### src/rtl/mem_wr_burst.sv
// mem_wr_burst: gathers consecutive-address single-word writes into SDRAM write bursts.
module mem_wr_burst #(
    parameter int AW       = 25,
    parameter int DW       = 16,
    parameter int BURST    = 8,
    parameter int TIMEOUT  = 16,
    parameter int COL_BITS = 9
) (
    input  logic                   mem_clk,
    input  logic                   rst,
    input  logic                   in_wr_req,
    input  logic [AW-1:0]          in_wr_addr,
    input  logic [DW-1:0]          in_wr_data,
    output logic                   in_ack,
    output logic                   in_idle,
    output logic                   sd_wr_req,
    output logic [AW-1:0]          sd_wr_addr,
    output logic [$clog2(BURST):0] sd_wr_len,
    input  logic                   sd_ack,
    input  logic                   sd_data_next,
    output logic [DW-1:0]          sd_wr_data
);
    localparam int LW = $clog2(BURST);
    localparam int TW = $clog2(TIMEOUT) + 1;
    localparam logic [LW:0] FULL = (LW+1)'(BURST);
    localparam logic [TW-1:0] TMO_LAST = TW'(TIMEOUT - 1);

    typedef enum logic [1:0] {IDLE, COLLECT, REQ, XFER} state_t;

    state_t        state_q, state_d;
    logic [DW-1:0] buf_q [BURST];
    logic [LW:0]   count_q, count_d, count_acc;
    logic [AW-1:0] next_addr_q, next_addr_d, addr_acc;
    logic [AW-1:0] start_addr_q, start_addr_d;
    logic [TW-1:0] tmo_q, tmo_d;
    logic [LW-1:0] rd_ptr_q, rd_ptr_d;
    logic          ack_q, ack_d;
    logic          req_q, req_d;
    logic [AW-1:0] sd_addr_q, sd_addr_d;
    logic [LW:0]   len_q, len_d;
    logic [DW-1:0] data_q, data_d;
    logic          mismatch, row_hold, acc, flush, to_xfer, step, last;

    // ack_q gates both accept and mismatch so a request held through its ack cycle is ignored
    always_comb begin
        mismatch  = state_q == COLLECT && in_wr_req && !ack_q && in_wr_addr != next_addr_q;
        row_hold  = state_q == COLLECT && next_addr_q[COL_BITS-1:0] == '0;
        acc       = in_wr_req && !ack_q && count_q < FULL &&
                    (state_q == IDLE || (state_q == COLLECT && !mismatch && !row_hold));
        count_acc = acc ? count_q + (LW+1)'(1) : count_q;
        addr_acc  = acc ? in_wr_addr + AW'(1) : next_addr_q;
        flush     = state_q == COLLECT && (count_acc == FULL || addr_acc[COL_BITS-1:0] == '0 ||
                    mismatch || (!acc && tmo_q == TMO_LAST));
        to_xfer   = state_q == REQ && sd_ack;
        step      = state_q == XFER && sd_data_next;
        last      = step && {1'b0, rd_ptr_q} + (LW+1)'(1) == len_q;
    end

    always_ff @(posedge mem_clk) begin
        state_q <= rst ? state_d : IDLE;
    end

    always_comb begin
        state_d = state_q;
        unique case (state_q)
            IDLE:    state_d = acc ? COLLECT : IDLE;
            COLLECT: state_d = flush ? REQ : COLLECT;
            REQ:     state_d = to_xfer ? XFER : REQ;
            XFER:    state_d = last ? IDLE : XFER;
        endcase
    end

    always_comb begin
        in_idle      = state_q == IDLE || state_q == COLLECT;
        ack_d        = acc;
        count_d      = last ? '0 : count_acc;
        next_addr_d  = addr_acc;
        start_addr_d = state_q == IDLE && acc ? in_wr_addr : start_addr_q;
        tmo_d        = state_q == COLLECT && !acc ? tmo_q + TW'(1) : '0;
        req_d        = flush ? 1'b1 : to_xfer ? 1'b0 : req_q;
        sd_addr_d    = flush ? start_addr_q : sd_addr_q;
        len_d        = flush ? count_acc : len_q;
        rd_ptr_d     = to_xfer ? '0 : step ? rd_ptr_q + LW'(1) : rd_ptr_q;
        data_d       = to_xfer ? buf_q[0] : step ? buf_q[rd_ptr_q + LW'(1)] : data_q;
    end

    always_ff @(posedge mem_clk) begin
        if (!rst) begin
            count_q      <= '0;
            next_addr_q  <= '0;
            start_addr_q <= '0;
            tmo_q        <= '0;
            rd_ptr_q     <= '0;
            ack_q        <= 1'b0;
            req_q        <= 1'b0;
            sd_addr_q    <= '0;
            len_q        <= '0;
            data_q       <= '0;
        end else begin
            count_q      <= count_d;
            next_addr_q  <= next_addr_d;
            start_addr_q <= start_addr_d;
            tmo_q        <= tmo_d;
            rd_ptr_q     <= rd_ptr_d;
            ack_q        <= ack_d;
            req_q        <= req_d;
            sd_addr_q    <= sd_addr_d;
            len_q        <= len_d;
            data_q       <= data_d;
        end
    end

    always_ff @(posedge mem_clk) begin
        if (acc) buf_q[count_q[LW-1:0]] <= in_wr_data;
    end

    assign in_ack     = ack_q;
    assign sd_wr_req  = req_q;
    assign sd_wr_addr = sd_addr_q;
    assign sd_wr_len  = len_q;
    assign sd_wr_data = data_q;
endmodule

### config.mk
export PLATFORM = sky130hd
export DESIGN_NAME = mem_wr_burst
export DESIGN_NICKNAME = d
export VERILOG_FILES = /design/src/rtl/mem_wr_burst.sv
export SDC_FILE = /design/constraint.sdc
export NUM_CORES = 1
export LEC_CHECK = 0
export BUFFER_PORTS_ARGS = -buffer_cell sky130_fd_sc_hd__buf_2
export CORE_MARGIN = 1
export CORE_UTILIZATION = 45
export CTS_BUF_LIST = sky130_fd_sc_hd__clkbuf_8
export CTS_CLUSTER_SIZE = 24
export DETAILED_ROUTE_END_ITERATION = 10
export MAX_ROUTING_LAYER = met4
export SETUP_SLACK_MARGIN = 0.05
export SYNTH_ARGS = -nofsm -noshare
export SYNTH_HDL_FRONTEND = slang
export SYNTH_SLANG_ARGS = --single-unit
### constraint.sdc
create_clock -name mem_clk -period 3.8 [get_ports mem_clk]
set_input_delay 0.19 -clock mem_clk [delete_from_list [all_inputs] [get_ports mem_clk]]
set_output_delay 0.19 -clock mem_clk [all_outputs]
set_load 0.05 [all_outputs]
# After elaboration in Yosys (flattened, before gate mapping)
# Memories as Yosys holds them, arrays and structs flattened.
# Index checks and enable logic that the tools add are counted.
[word_totals] in_bits=46 ramBits=128 regBits=111 wordCells=73 mem_count=1 output_inout_bits=48
[memory_table] name="buf_q" words=8 word_bits=16 rd=2 rd_ports_with_merged_regs=0 wr=1 line="31" source="logic [DW-1:0] buf_q [BURST];"
[classes] bitwise=1 magnitude_cmp=1 reduce_logical=33 n_addsub=5 eq_ne=7 muxes=13
[op_table] operator="16-bit two-way mux" count=2
[op_table] operator="25-bit by 1-bit adder with 25-bit output (second input constant)" count=1
[op_table] operator="25-bit != test" count=1
[op_table] operator="9-bit logical NOT" count=2
[op_table] operator="1-bit logical AND" count=16
[op_table] operator="9-bit two-way mux" count=1
[op_table] operator="2-bit one-hot mux with 4 select lines" count=1
[op_table] operator="1-bit two-way mux" count=6
[op_table] operator="5-bit by 1-bit adder with 5-bit output (second input constant)" count=1
[op_table] operator="5-bit by 4-bit == test with 1-bit output (second input constant)" count=1
[op_table] operator="1-bit logical OR" count=5
[op_table] operator="3-bit by 1-bit adder with 4-bit output (second input constant)" count=1
[op_table] operator="4-bit by 1-bit adder with 4-bit output (second input constant)" count=1
[op_table] operator="2-bit == test (second input constant)" count=2
[op_table] operator="4-bit == test" count=1
[op_table] operator="4-bit == test (second input constant)" count=1
[op_table] operator="1-bit logical NOT" count=4
[op_table] operator="4-bit less-than comparator (second input constant)" count=1
[op_table] operator="2-bit two-way mux" count=2
[op_table] operator="4-bit two-way mux" count=1
[op_table] operator="2-bit nonzero test" count=2
[op_table] operator="2-bit OR reduction" count=2
[op_table] operator="3-bit by 1-bit adder with 3-bit output (second input constant)" count=1
[op_table] operator="2-bit by 1-bit == test with 1-bit output (second input constant)" count=1
[op_table] operator="3 further kinds" count=3

# Depth between registers and ports, before layout
[depth] ltp_word=17 depth_mapped=10 mapped_depth_nobuf=9

# Least setup slack after synthesis
# Ideal clock, no wire load.
[synth_path] kind="flip-flop to flip-flop" start="reg ack_q, in the netlist in_ack" end="mem buf_q[1][0], enable pin" period_less_slack_ns=3.495 stages_incl_launch_ff=9 t_arrival_ns=3.086 slack_ns=0.305 t_required_ns=3.391 setup_ns=0.409 n_path_buf=3 path_cell_list="dfxtp_1 -> or4b_4 -> nor2_1 -> buf_2 -> a21o_1 -> buf_2 -> buf_2 -> nand2_1 -> nor3_1"
[synth_between] elab_chain_cells=10 word_cells_on_any_way=12 cone_classes="2 x mux; 10 x reduce/logical"
[synth_rtl] element="start, declared" line="37" source="logic ack_q, ack_d;"
[synth_rtl] element="start signal, assigned" line="105" source="ack_q <= ack_d;"
[synth_rtl] element="1-bit logical NOT (*)" line="46, 48"
[synth_rtl] element="1-bit logical AND (2 in series)" line="46" source="mismatch = state_q == COLLECT && in_wr_req && !ack_q && in_wr_addr != next_addr_q;"
[synth_rtl] element="1-bit logical NOT" line="49" source="(state_q == IDLE || (state_q == COLLECT && !mismatch && !row_hold));"
[synth_rtl] element="1-bit logical AND (2 in series)" line="49"
[synth_rtl] element="1-bit logical OR" line="49"
[synth_rtl] element="1-bit logical AND (*)" line="48" source="acc = in_wr_req && !ack_q && count_q < FULL &&"
[synth_rtl] element="1-bit two-way mux (*)" line="114" source="if (acc) buf_q[count_q[LW-1:0]] <= in_wr_data;"
[synth_rtl] element="1-bit two-way mux (implied by the code) (*)" line="114"
[synth_rtl] element="end, declared" line="31"
# Every way passes the cells marked *; elsewhere a longest branch is shown, timed or not.

# Final worst setup path
[layout_path] start="in in_wr_addr[5]" end="reg len_q[1], in the netlist sd_wr_len[1]"
[layout_between] elab_chain_cells=13 word_cells_on_any_way=18 cone_classes="1 x add/sub; 2 x eq/ne; 2 x mux; 13 x reduce/logical"
[layout_rtl] element="start, declared" line="12" source="input logic [AW-1:0] in_wr_addr,"
[layout_rtl] element="parallel branches: the longest is 13 deep, another holds 25-bit by 1-bit adder with 25-bit output"
[layout_rtl] element="end signal, assigned" line="108" source="len_q <= len_d;"
[layout_rtl] element="end, declared" line="40" source="logic [LW:0] len_q, len_d;"
# Several ways; the timed one is not identified.
# A chain may end at the register's enable or synchronous reset.

==> reports/results.tsv <==
stage	metric	value	unit
drt	drc	0	
grt	grt_use_total	0.226	
setup_path	path_class	in2reg	
sta	hold_viol	0	
synth	synth_top_area_share	0.367	
die	dieArea	23900	sq um
grt	grt_max_degree	60	
drt	antenna_left	0	
pwr	p_int	0.00491	W
die	chipHeight	155	um
synth	yosysMostFrequentCell	nand2_1	
die	start_util	0.461	
hold_path	whs_path_depth	3	
layout	antennaDiodeCount	0	
clocking	numCtsBuffers	40	
synth	synth_cell_type_count	56	
sta	fin_setup_tns	0	ns
sta	fin_crit_sh	0.746	
clocking	ctsRootBufferMaster	clkbuf_8	
sta	fmax	353	MHz
layout	num-fill-cells	1993	
synth	synth_area	10500	sq um
clocking	clock_latency	0.54	ns
synth	synth_nets	942	
pwr	p_clk_frac	0.334	
placement	place_congestion	0.858	
grt	grt_pass1_vias	7352	
setup_path	cpPeakStageDelay	0.60	ns
grt	grt-ovfl-total	0	
setup_path	slowest_stage	o21a_4	
pwr	p_comb_frac	0.206	
placement	place_hpwl	15.8	mm
hold_path	hp-class	in2reg	
pwr	seqPwrFrac	0.459	
synth	synthArstFlopShare	0	
die	pin_count	94	
synth	synth_largest_area_cell	edfxtp_1	
setup_path	rr_worst_depth	8	
drt	vias_per_cell	5.55	
layout	fin_area	12400	sq um
pwr	p_leak	4.56	nW
sta	relSlewSlack	0.380	
placement	port-buffer-count	93	
synth	postSynthCellCount	891	
sta	rsz0062_at_grt	no	
setup_path	cp.depth	10	
drt	vias	7366	
clocking	clock_path_buffers	3	
layout	syn2layout_area_growth	17.9	%
synth	synth_edf_count	128	
setup_path	worstPathMaxFanout	52	
drt	first_pass_iters	5	
drt	drt-initial-drc-count	547	
clocking	cts_setup_buffers	0	
layout	finalNetCount	1061	
setup_path	cp.arrival	3.30	ns
synth	synth_seq_cells	239	
setup_path	crit_buf_inv	2	
grt	grt_antenna_before_repair	0	
setup_path	cp_top_family	simple AND/OR/NAND/NOR gates	
layout	fin_util	0.544	
synth	synth_warnings	0	
clocking	hold_buffers	30	
pwr	peakVddDrop	0.000408	V
placement	place_area	11200	sq um
setup_path	cpMostUsedCell	nor4_1	
drt	wl_per_cell	19.2	um
die	die_w	155	um
clocking	tritoncts	built	
pwr	swShare	0.316	
status	status	completed	
synth	synth_common_cells	nand2_1 (129), edfxtp_1 (128), dfxtp_1 (111)	
sta	worst_clock_skew	0.0175	ns
synth	syn_avg_cell_area	11.8	sq um
clocking	numClockSinks	239	
setup_path	critical_path_required	4.26	ns
job	max_cap_violations	0	
synth	synthTopCellsByArea	edfxtp_1 (37%), dfxtp_1 (21%), mux4_2 (6.9%)	
sta	setup_violations	0	
setup_path	start_kind	primary input	
setup_path	endpoint_kind	flop	
pwr	power_density	581	nW/um^2
sta	fin_crit	2.84	ns
sta	tightest_slew	0.929	ns
synth	yosysSeqAreaShare	0.579	
die	rows	55	
grt	grt_first_pass_wirelength	40.5	mm
sta	drv_slew	0	
synth	synthFlopType	edfxtp_1	
setup_path	crit_chain	dlygate4sd3_1 > buf_2 > xor2_1 > nor4_1 > nand4_1 > nor4_1 > or3_1 > o21a_4 > o21ai_1 > a211oi_2	
drt	wl	25.5	mm
clocking	htreeDepth	2	
die	coreArea	22700	sq um
clocking	path_clk_slew	0.06	ns
layout	layout-drive-gt1-share	0.240	
clocking	cts_resized	0	
pwr	p_sw	0.00227	W
-- cell type report --
| cell class | instances | area, sq um | share of cell area |
|---|---|---|---|
| multi-input combinational | 579 | 4110 | 0.333 |
| timing repair buffer | 143 | 928 | 0.0751 |
| inverter | 7 | 26.3 | 0.00213 |
| clock buffer | 51 | 702 | 0.0568 |
| tap | 285 | 357 | 0.0289 |
| sequential | 239 | 6070 | 0.491 |
| clock inverter | 23 | 161 | 0.0131 |
-- sequential cells by signal (all words and copies together), names as in the netlist, 2 cells and up --
| signal | count |
|---|---|
| sd_wr_data | 16 |
| start_addr_q | 25 |
| sd_wr_addr | 25 |
| tmo_q | 5 |
| next_addr_q | 25 |
| buf_q | 128 |
| state_q | 2 |
| sd_wr_len | 4 |
| rd_ptr_q | 3 |
| count_q | 4 |
-- tightest hold or removal path, stage by stage --
cell and delay [ns]:
buf_2 0.13, nand2_1 0.10, a21oi_1 0.07
-- power groups by stage --
stage / combinational, W / sequential, W / clock [W]
floorplan: 0.000914 / 0.00343 / 0
global placement: 0.00145 / 0.00334 / 0
detailed placement: 0.00145 / 0.00335 / 0
CTS: 0.00149 / 0.00330 / 0.00245
global route: 0.00162 / 0.00333 / 0.00258
finish: 0.00148 / 0.00330 / 0.00240
-- layout by cell type, fill, tap and decap left out, drive strengths merged, types with 16 or more instances in the layout --
cell,netlist,final
clkbuf,36,51
a22oi,32,32
o311ai,27,27
dlygate4sd3,0,30
xnor2,16,16
dfxtp,111,111
mux4,32,32
a21oi,71,71
inv,7,19
a211oi,25,25
edfxtp,128,128
nand2,129,129
and3,33,33
nor2,82,82
buf,30,113
xor2,43,43
-- logic make-up (layout without fill, tap and decap cells) --
logic type,after synthesis,in the layout,share of synthesized area
xor gates and xnor gates,59,59,0.0493
buffers and inverters,73,224,0.0312
adders and majority gates,5,5,0.00597
AOI/OAI and AO/OA,175,175,0.131
DFF,239,239,0.579
and+or+nand+nor,305,305,0.132
muxes,35,35,0.0719
-- layer usage --
metal	vias to the layer above	wire length [um]	global-route usage
li1	3534	-	-
met1	3593	11200	0.289
met2	192	12300	0.365
met3	47	1260	0.0389
met4	0	656	0.0759
met5	-	0	-
-- metrics by stage --
step	std cells	power, W	hold WS [ns]	setup slack (ns)
2_1_floorplan	891	0.00434	0.289	0.305
3_3_place_gp	1223	0.00479	0.430	1.00
3_5_place_dp	1223	0.00480	0.444	0.956
4_1_cts	1327	0.00724	0.00696	0.954
5_1_grt	1327	0.00754	0.0157	0.705
6_report	1327	0.00718	0.00723	0.963
-- worst paths after layout --
path	from	end	slack, ns
worst min-delay path	in_wr_addr[10]	start_addr_q[10]	0.007
worst max-delay path	in_wr_addr[5]	sd_wr_len[1]	0.96
worst min register to register	start_addr_q[7]	start_addr_q[7]	0.45
worst max register to register	state_q[1]	sd_wr_len[1]	0.98
Note: power is estimated with default switching activity, not from simulation.
